### config.mk
export PLATFORM = sky130hd
export DESIGN_NAME = exmem_stage
export DESIGN_NICKNAME = d
export VERILOG_FILES = /design/src/rtl/exmem_pkg.sv /design/src/rtl/exmem_target.sv /design/src/rtl/exmem_stage.sv
export SDC_FILE = /design/constraint.sdc
export NUM_CORES = 1
export LEC_CHECK = 0
export ABC_CLOCK_PERIOD_IN_PS = 6500
export BUFFER_PORTS_ARGS = -buffer_cell sky130_fd_sc_hd__clkbuf_2
export CORE_UTILIZATION = 50
export DETAILED_ROUTE_END_ITERATION = 6
export GPL_TIMING_DRIVEN = 0
export HOLD_SLACK_MARGIN = 0.15
export PLACE_DENSITY_LB_ADDON = 0.08
export SETUP_SLACK_MARGIN = 0.3
export SKIP_CTS_REPAIR_TIMING = 1
export SLEW_MARGIN = 20
export SYNTH_ARGS = -nofsm -noshare
export SYNTH_HDL_FRONTEND = slang
export SYNTH_SLANG_ARGS = --single-unit
### constraint.sdc
create_clock -name clk -period 6.5 [get_ports clk]
set_input_delay 0.975 -clock clk [delete_from_list [all_inputs] [get_ports clk]]
set_output_delay 0.975 -clock clk [all_outputs]
set_load 0.02 [all_outputs]
### src/rtl/exmem_pkg.sv
// Shared EX/MEM definitions: FSM states, control-flow classes,
// access size codes and the sequential PC step.
package exmem_pkg;

  typedef enum logic [1:0] {
    ST_RUN    = 2'd0,
    ST_SQUASH = 2'd1,
    ST_HALT   = 2'd2
  } state_e;

  typedef enum logic [1:0] {
    BT_NONE   = 2'd0,
    BT_BRANCH = 2'd1,
    BT_JAL    = 2'd2,
    BT_JALR   = 2'd3
  } br_type_e;

  typedef enum logic [2:0] {
    F3_B  = 3'b000,
    F3_H  = 3'b001,
    F3_W  = 3'b010,
    F3_BU = 3'b100,
    F3_HU = 3'b101
  } funct3_e;

  localparam logic [31:0] PC_STEP = 32'd4;

  function automatic br_type_e br_type(
    input logic is_branch,
    input logic is_jal,
    input logic is_jalr
  );
    br_type_e bt;
    bt = BT_NONE;
    if (is_jalr)        bt = BT_JALR;
    else if (is_jal)    bt = BT_JAL;
    else if (is_branch) bt = BT_BRANCH;
    return bt;
  endfunction

endpackage

### src/rtl/exmem_target.sv
// Combinational control-flow resolution: taken flag, target,
// writeback result and target misalignment.
module exmem_target
  import exmem_pkg::*;
(
  input  logic [31:0] pc,
  input  logic [31:0] imm,
  input  logic [31:0] alu_result,
  input  logic        alu_flag,
  input  logic        is_branch,
  input  logic        is_jal,
  input  logic        is_jalr,
  output logic        taken,
  output logic [31:0] target,
  output logic [31:0] result,
  output logic        misaligned
);

  br_type_e bt;

  always_comb begin
    bt     = br_type(is_branch, is_jal, is_jalr);
    taken  = 1'b0;
    target = pc + imm;
    result = alu_result;
    unique case (bt)
      BT_NONE: ;
      BT_BRANCH: taken = alu_flag;
      BT_JAL: begin
        taken  = 1'b1;
        result = pc + PC_STEP;
      end
      BT_JALR: begin
        taken  = 1'b1;
        target = alu_result & ~32'h1;
        result = pc + PC_STEP;
      end
    endcase
    misaligned = taken && (target[1:0] != 2'b00);
  end

endmodule

### src/rtl/exmem_stage.sv
// EX->MEM pipeline register with branch/jump redirect,
// wrong-path squash and misaligned-target trap hold.
module exmem_stage
  import exmem_pkg::*;
#(
  parameter int WRONG_PATH = 2
) (
  input  logic        clk,
  input  logic        rst,
  input  logic        in_valid,
  output logic        in_ready,
  input  logic [31:0] alu_result,
  input  logic        alu_flag,
  input  logic [31:0] pc,
  input  logic [31:0] imm,
  input  logic        is_branch,
  input  logic        is_jal,
  input  logic        is_jalr,
  input  logic [31:0] rs2_data,
  input  logic [4:0]  rd,
  input  logic        reg_write,
  input  logic        mem_read,
  input  logic        mem_write,
  input  logic [2:0]  mem_funct3,
  output logic        out_valid,
  input  logic        out_ready,
  output logic [31:0] out_result,
  output logic [31:0] out_store_data,
  output logic [4:0]  out_rd,
  output logic        out_reg_write,
  output logic        out_mem_read,
  output logic        out_mem_write,
  output logic [2:0]  out_funct3,
  output logic        out_exc,
  output logic        redirect_valid,
  output logic [31:0] redirect_pc,
  input  logic        trap_clear
);

  localparam logic [2:0] WP_CNT = 3'(WRONG_PATH);

  state_e      state_q, state_d;
  logic [2:0]  cnt_q, cnt_d;
  logic        valid_q, valid_d;
  logic [31:0] res_q, res_d;
  logic [31:0] sd_q, sd_d;
  logic [4:0]  rd_q, rd_d;
  logic        rw_q, rw_d;
  logic        mr_q, mr_d;
  logic        mw_q, mw_d;
  logic [2:0]  f3_q, f3_d;
  logic        exc_q, exc_d;
  logic        rv_q, rv_d;
  logic [31:0] rpc_q, rpc_d;

  logic        taken;
  logic        misaligned;
  logic [31:0] target;
  logic [31:0] result;
  logic        accept;

  exmem_target u_target (
    .pc         (pc),
    .imm        (imm),
    .alu_result (alu_result),
    .alu_flag   (alu_flag),
    .is_branch  (is_branch),
    .is_jal     (is_jal),
    .is_jalr    (is_jalr),
    .taken      (taken),
    .target     (target),
    .result     (result),
    .misaligned (misaligned)
  );

  assign in_ready = (state_q != ST_HALT) && (!valid_q || out_ready);
  assign accept   = in_valid && in_ready;

  always_comb begin
    state_d = state_q;
    cnt_d   = cnt_q;
    valid_d = valid_q && !out_ready;
    res_d   = res_q;
    sd_d    = sd_q;
    rd_d    = rd_q;
    rw_d    = rw_q;
    mr_d    = mr_q;
    mw_d    = mw_q;
    f3_d    = f3_q;
    exc_d   = exc_q;
    rv_d    = 1'b0;
    rpc_d   = 32'h0;
    unique case (state_q)
      ST_RUN: begin
        if (accept) begin
          valid_d = 1'b1;
          res_d   = result;
          sd_d    = rs2_data;
          rd_d    = rd;
          rw_d    = reg_write;
          mr_d    = mem_read;
          mw_d    = mem_write;
          f3_d    = mem_funct3;
          exc_d   = 1'b0;
          if (misaligned) begin
            exc_d   = 1'b1;
            rw_d    = 1'b0;
            mw_d    = 1'b0;
            state_d = ST_HALT;
          end else if (taken) begin
            rv_d    = 1'b1;
            rpc_d   = target;
            cnt_d   = WP_CNT;
            state_d = ST_SQUASH;
          end
        end
      end
      ST_SQUASH: begin
        // Wrong-path bundles are consumed but never reach MEM.
        if (accept) begin
          cnt_d = cnt_q - 3'd1;
          if (cnt_q == 3'd1) state_d = ST_RUN;
        end
      end
      ST_HALT: begin
        if (trap_clear) state_d = ST_RUN;
      end
      default: state_d = ST_RUN;
    endcase
  end

  always_ff @(posedge clk or posedge rst) begin
    if (rst) begin
      state_q <= ST_RUN;
      cnt_q   <= 3'd0;
      valid_q <= 1'b0;
      res_q   <= 32'h0;
      sd_q    <= 32'h0;
      rd_q    <= 5'd0;
      rw_q    <= 1'b0;
      mr_q    <= 1'b0;
      mw_q    <= 1'b0;
      f3_q    <= 3'd0;
      exc_q   <= 1'b0;
      rv_q    <= 1'b0;
      rpc_q   <= 32'h0;
    end else begin
      state_q <= state_d;
      cnt_q   <= cnt_d;
      valid_q <= valid_d;
      res_q   <= res_d;
      sd_q    <= sd_d;
      rd_q    <= rd_d;
      rw_q    <= rw_d;
      mr_q    <= mr_d;
      mw_q    <= mw_d;
      f3_q    <= f3_d;
      exc_q   <= exc_d;
      rv_q    <= rv_d;
      rpc_q   <= rpc_d;
    end
  end

  assign out_valid      = valid_q;
  assign out_result     = res_q;
  assign out_store_data = sd_q;
  assign out_rd         = rd_q;
  assign out_reg_write  = rw_q;
  assign out_mem_read   = mr_q;
  assign out_mem_write  = mw_q;
  assign out_funct3     = f3_q;
  assign out_exc        = exc_q;
  assign redirect_valid = rv_q;
  assign redirect_pc    = rpc_q;

endmodule

==> impl_metrics.ini <==
[clocking]
cts.htree.levels = 4
insertion_delay_ns = 0.41
cts_max_path_buffers = 2
cts.sink_count = 115
path_clk_slew_ns = 0.05
cts_tree = yes
numCtsBuffers = 17
cts_root_buffer = clkbuf_16

[cells_and_area]
num-fill-cells = 1219
nNetsFinal = 1312
instances_no_fill = 1318
drive_above_1_share = 0.270
multi_input_area_um2 = 3770
final_core_util = 0.675
regArea_um2 = 2880
syn2layout_area_growth_pct = 30.6
diodes = 0

[worst_hold_path]
hp-class = flip-flop to flip-flop

[grt]
overflow = 0
gr-usage-all-layers = 0.299
grt_first_pass_wirelength_um = 32700
grt_max_degree = 63
grt_pass1_vias = 6351
antenna_found_initial = 0

[logic_synthesis]
synth_area_leader_cell = dfrtp_1
ys_top_cells_by_area = dfrtp_1 (42%), nand2_1 (13%), ha_1 (6.2%)
synth_cell_types = 55
synth.avg_cell_area_um2 = 8.12
ys_ff_latch = 115
ys_warn_count = 0
yosysMostFrequentCell = nand2_1
synth-main-ff-cell = dfrtp_1
ys_seq_area_frac = 0.417
syn_area_um2 = 6900
netlist_instances = 850
synthArstFlopShare = 1.00
synthTopCellsByCount = nand2_1 (230), dfrtp_1 (115), nor2_1 (73)
synth_top_area_frac = 0.417
synth_edf_count = 0

[worst_setup_path]
critical-path-top-delay-family = simple AND/OR/NAND/NOR gates
crit_buf_inv = 4
endpoint_kind = flip-flop
timing.critical_path.fanout_max = 10
critical_path_class = primary input to flip-flop
crit_path_start_kind = primary input
crit_slowest_cell = fa_1
required_ns = 6.83
worstPathCellList = clkbuf_2 -> ha_1 -> inv_1 -> fa_1 -> nand2b_1 -> or3_1 -> o21ai_1 -> nand2_1 -> inv_2 -> nand2_1 -> clkbuf_1 -> o21ai_1
max_stage_delay_ns = 0.47
cp.arrival_ns = 3.59

[sta]
relSlewSlack = 0.611
clock.fmax_ghz = 0.306
finalCriticalPeriod_ns = 3.27
finalCritPeriodShare = 0.503
skew_ns = 0.00708
finalSetupViolCount = 0
slew_viol_final = 0
tns_ns = 0
grt_setup_unrepaired = no
final-hold-violation-count = 0
tightestPinTransition_ns = 0.583

[floorplanning]
die_area_um2 = 14300
core_area_um2 = 13300
io_pins = 259
row_count = 42
die_x_um = 119
die_h_um = 119
start_util = 0.517

[drt]
wl_per_cell_um = 16.1
drtAntennaViolNets = 0
drt_iter0_markers = 390
drcViolationCount = 0
vias = 6983
via_per_inst = 5.30
firstDrtPassIters = 5
wirelength_um = 21200

[placed_design]
placed_cells = 1286
gp_congestion = 0.947
portBuffers = 258
dp_hpwl_um = 17000

[job]
maxCapViolCount = 0

[pwr]
max-vdd-ir-drop_v = 0.000234
power_density_nw_per_um2 = 365
p_leak_nw = 4.65

[run_status]
outcome = complete, no violations
==> sequential cells by signal, indices dropped and copies added, names as in the netlist, 2 cells and up <==
register / cells
redirect_pc: 32
state_q: 2
out_funct3: 3
out_rd: 5
cnt_q: 3
out_store_data: 32
out_result: 32
==> report_power, final <==
part	switching [W]	internal [W]	total, W
clock network	0.000294	0.000574	0.000868
logic	0.000886	0.000429	0.00131
registers	0.000133	0.000974	0.00111
total	0.00131	0.00198	0.00329
==> cells by family (layout without fill, tap and decap cells) <==
logic type,Yosys count,in the layout,synth area share
XOR/XNOR,52,52,0.0660
other,1,2,0.000544
adder cells (fa/ha/maj),35,35,0.0646
AND/OR/NAND/NOR,377,377,0.231
buffers and inverters,61,352,0.0363
multiplexers,2,2,0.00290
flip-flops,115,115,0.417
AO/OA/AOI/OAI,207,207,0.182
==> worst reg2reg max path: stages, from the launching register on <==
cell	delay, ns
dfrtp_1	0.37
nand2b_1	0.13
nand2_1	0.13
nor3_1	0.28
nand2_1	0.34
inv_2	0.28
nand2_1	0.21
clkbuf_1	0.28
o21ai_1	0.20
==> stage by stage <==
step	setup WS [ns]	area [µm²]	total power [W]	hold WS (ns)
6_report	3.23	9010	0.00329	0.470
5_1_grt	3.05	9010	0.00349	0.480
4_1_cts	3.26	9010	0.00331	0.473
3_5_place_dp	2.84	8450	0.00243	0.462
3_3_place_gp	1.25	8410	0.00240	0.457
2_1_floorplan	2.48	6900	0.00193	0.495
==> layout make-up <==
cell class,instances,share of cell area
buffer,41,0.0194
clock buffer,28,0.0574
clock inverter,4,0.00500
inverter,20,0.00889
multi-input combinational,675,0.419
sequential,115,0.319
tap,176,0.0244
timing repair buffer,259,0.146
==> cells in the final DEF (no fill, tap or decap), types with 4 or more instances in the layout <==
cell,instances
a211oi_1,4
nand2_1,230
xor2_1,25
o21ai_1,24
dfrtp_1,115
a21o_1,9
and3_1,5
clkbuf_1,40
nand3_1,17
buf_2,4
nand4_1,15
clkbuf_16,17
nor2_1,73
clkbuf_2,259
nand2b_1,4
a21oi_2,5
o21a_1,12
or3_1,6
o31ai_1,7
nor3_1,10
xnor2_1,27
inv_1,18
a21oi_1,65
a22o_1,5
ha_1,34
a31oi_1,7
o21ai_0,49
clkbuf_8,5
==> path summary, 6_finish.rpt <==
check                             start            endpoint  slack [ns]  depth (start not counted)
setup reg to reg              out_valid     redirect_pc[18]        4.20                          8
hold reg to reg            out_mem_read        out_mem_read        0.47                          2
hold / removal             out_mem_read        out_mem_read        0.47                          2
max in group asynchronous           rst      out_result[19]        5.24                          3
min in group asynchronous           rst  out_store_data[30]        0.60                          2
setup / recovery                  pc[0]     redirect_pc[18]        3.23                         12
==> layer usage <==
metal,vias to the layer above,share of wire,global-route usage
met5,-,0,0
met4,0,0.022,0.105
met3,31,0.056,0.0450
met2,273,0.49,0.507
met1,3220,0.43,0.389
li1,3459,-,-
Power figures use the tool's default switching activity.
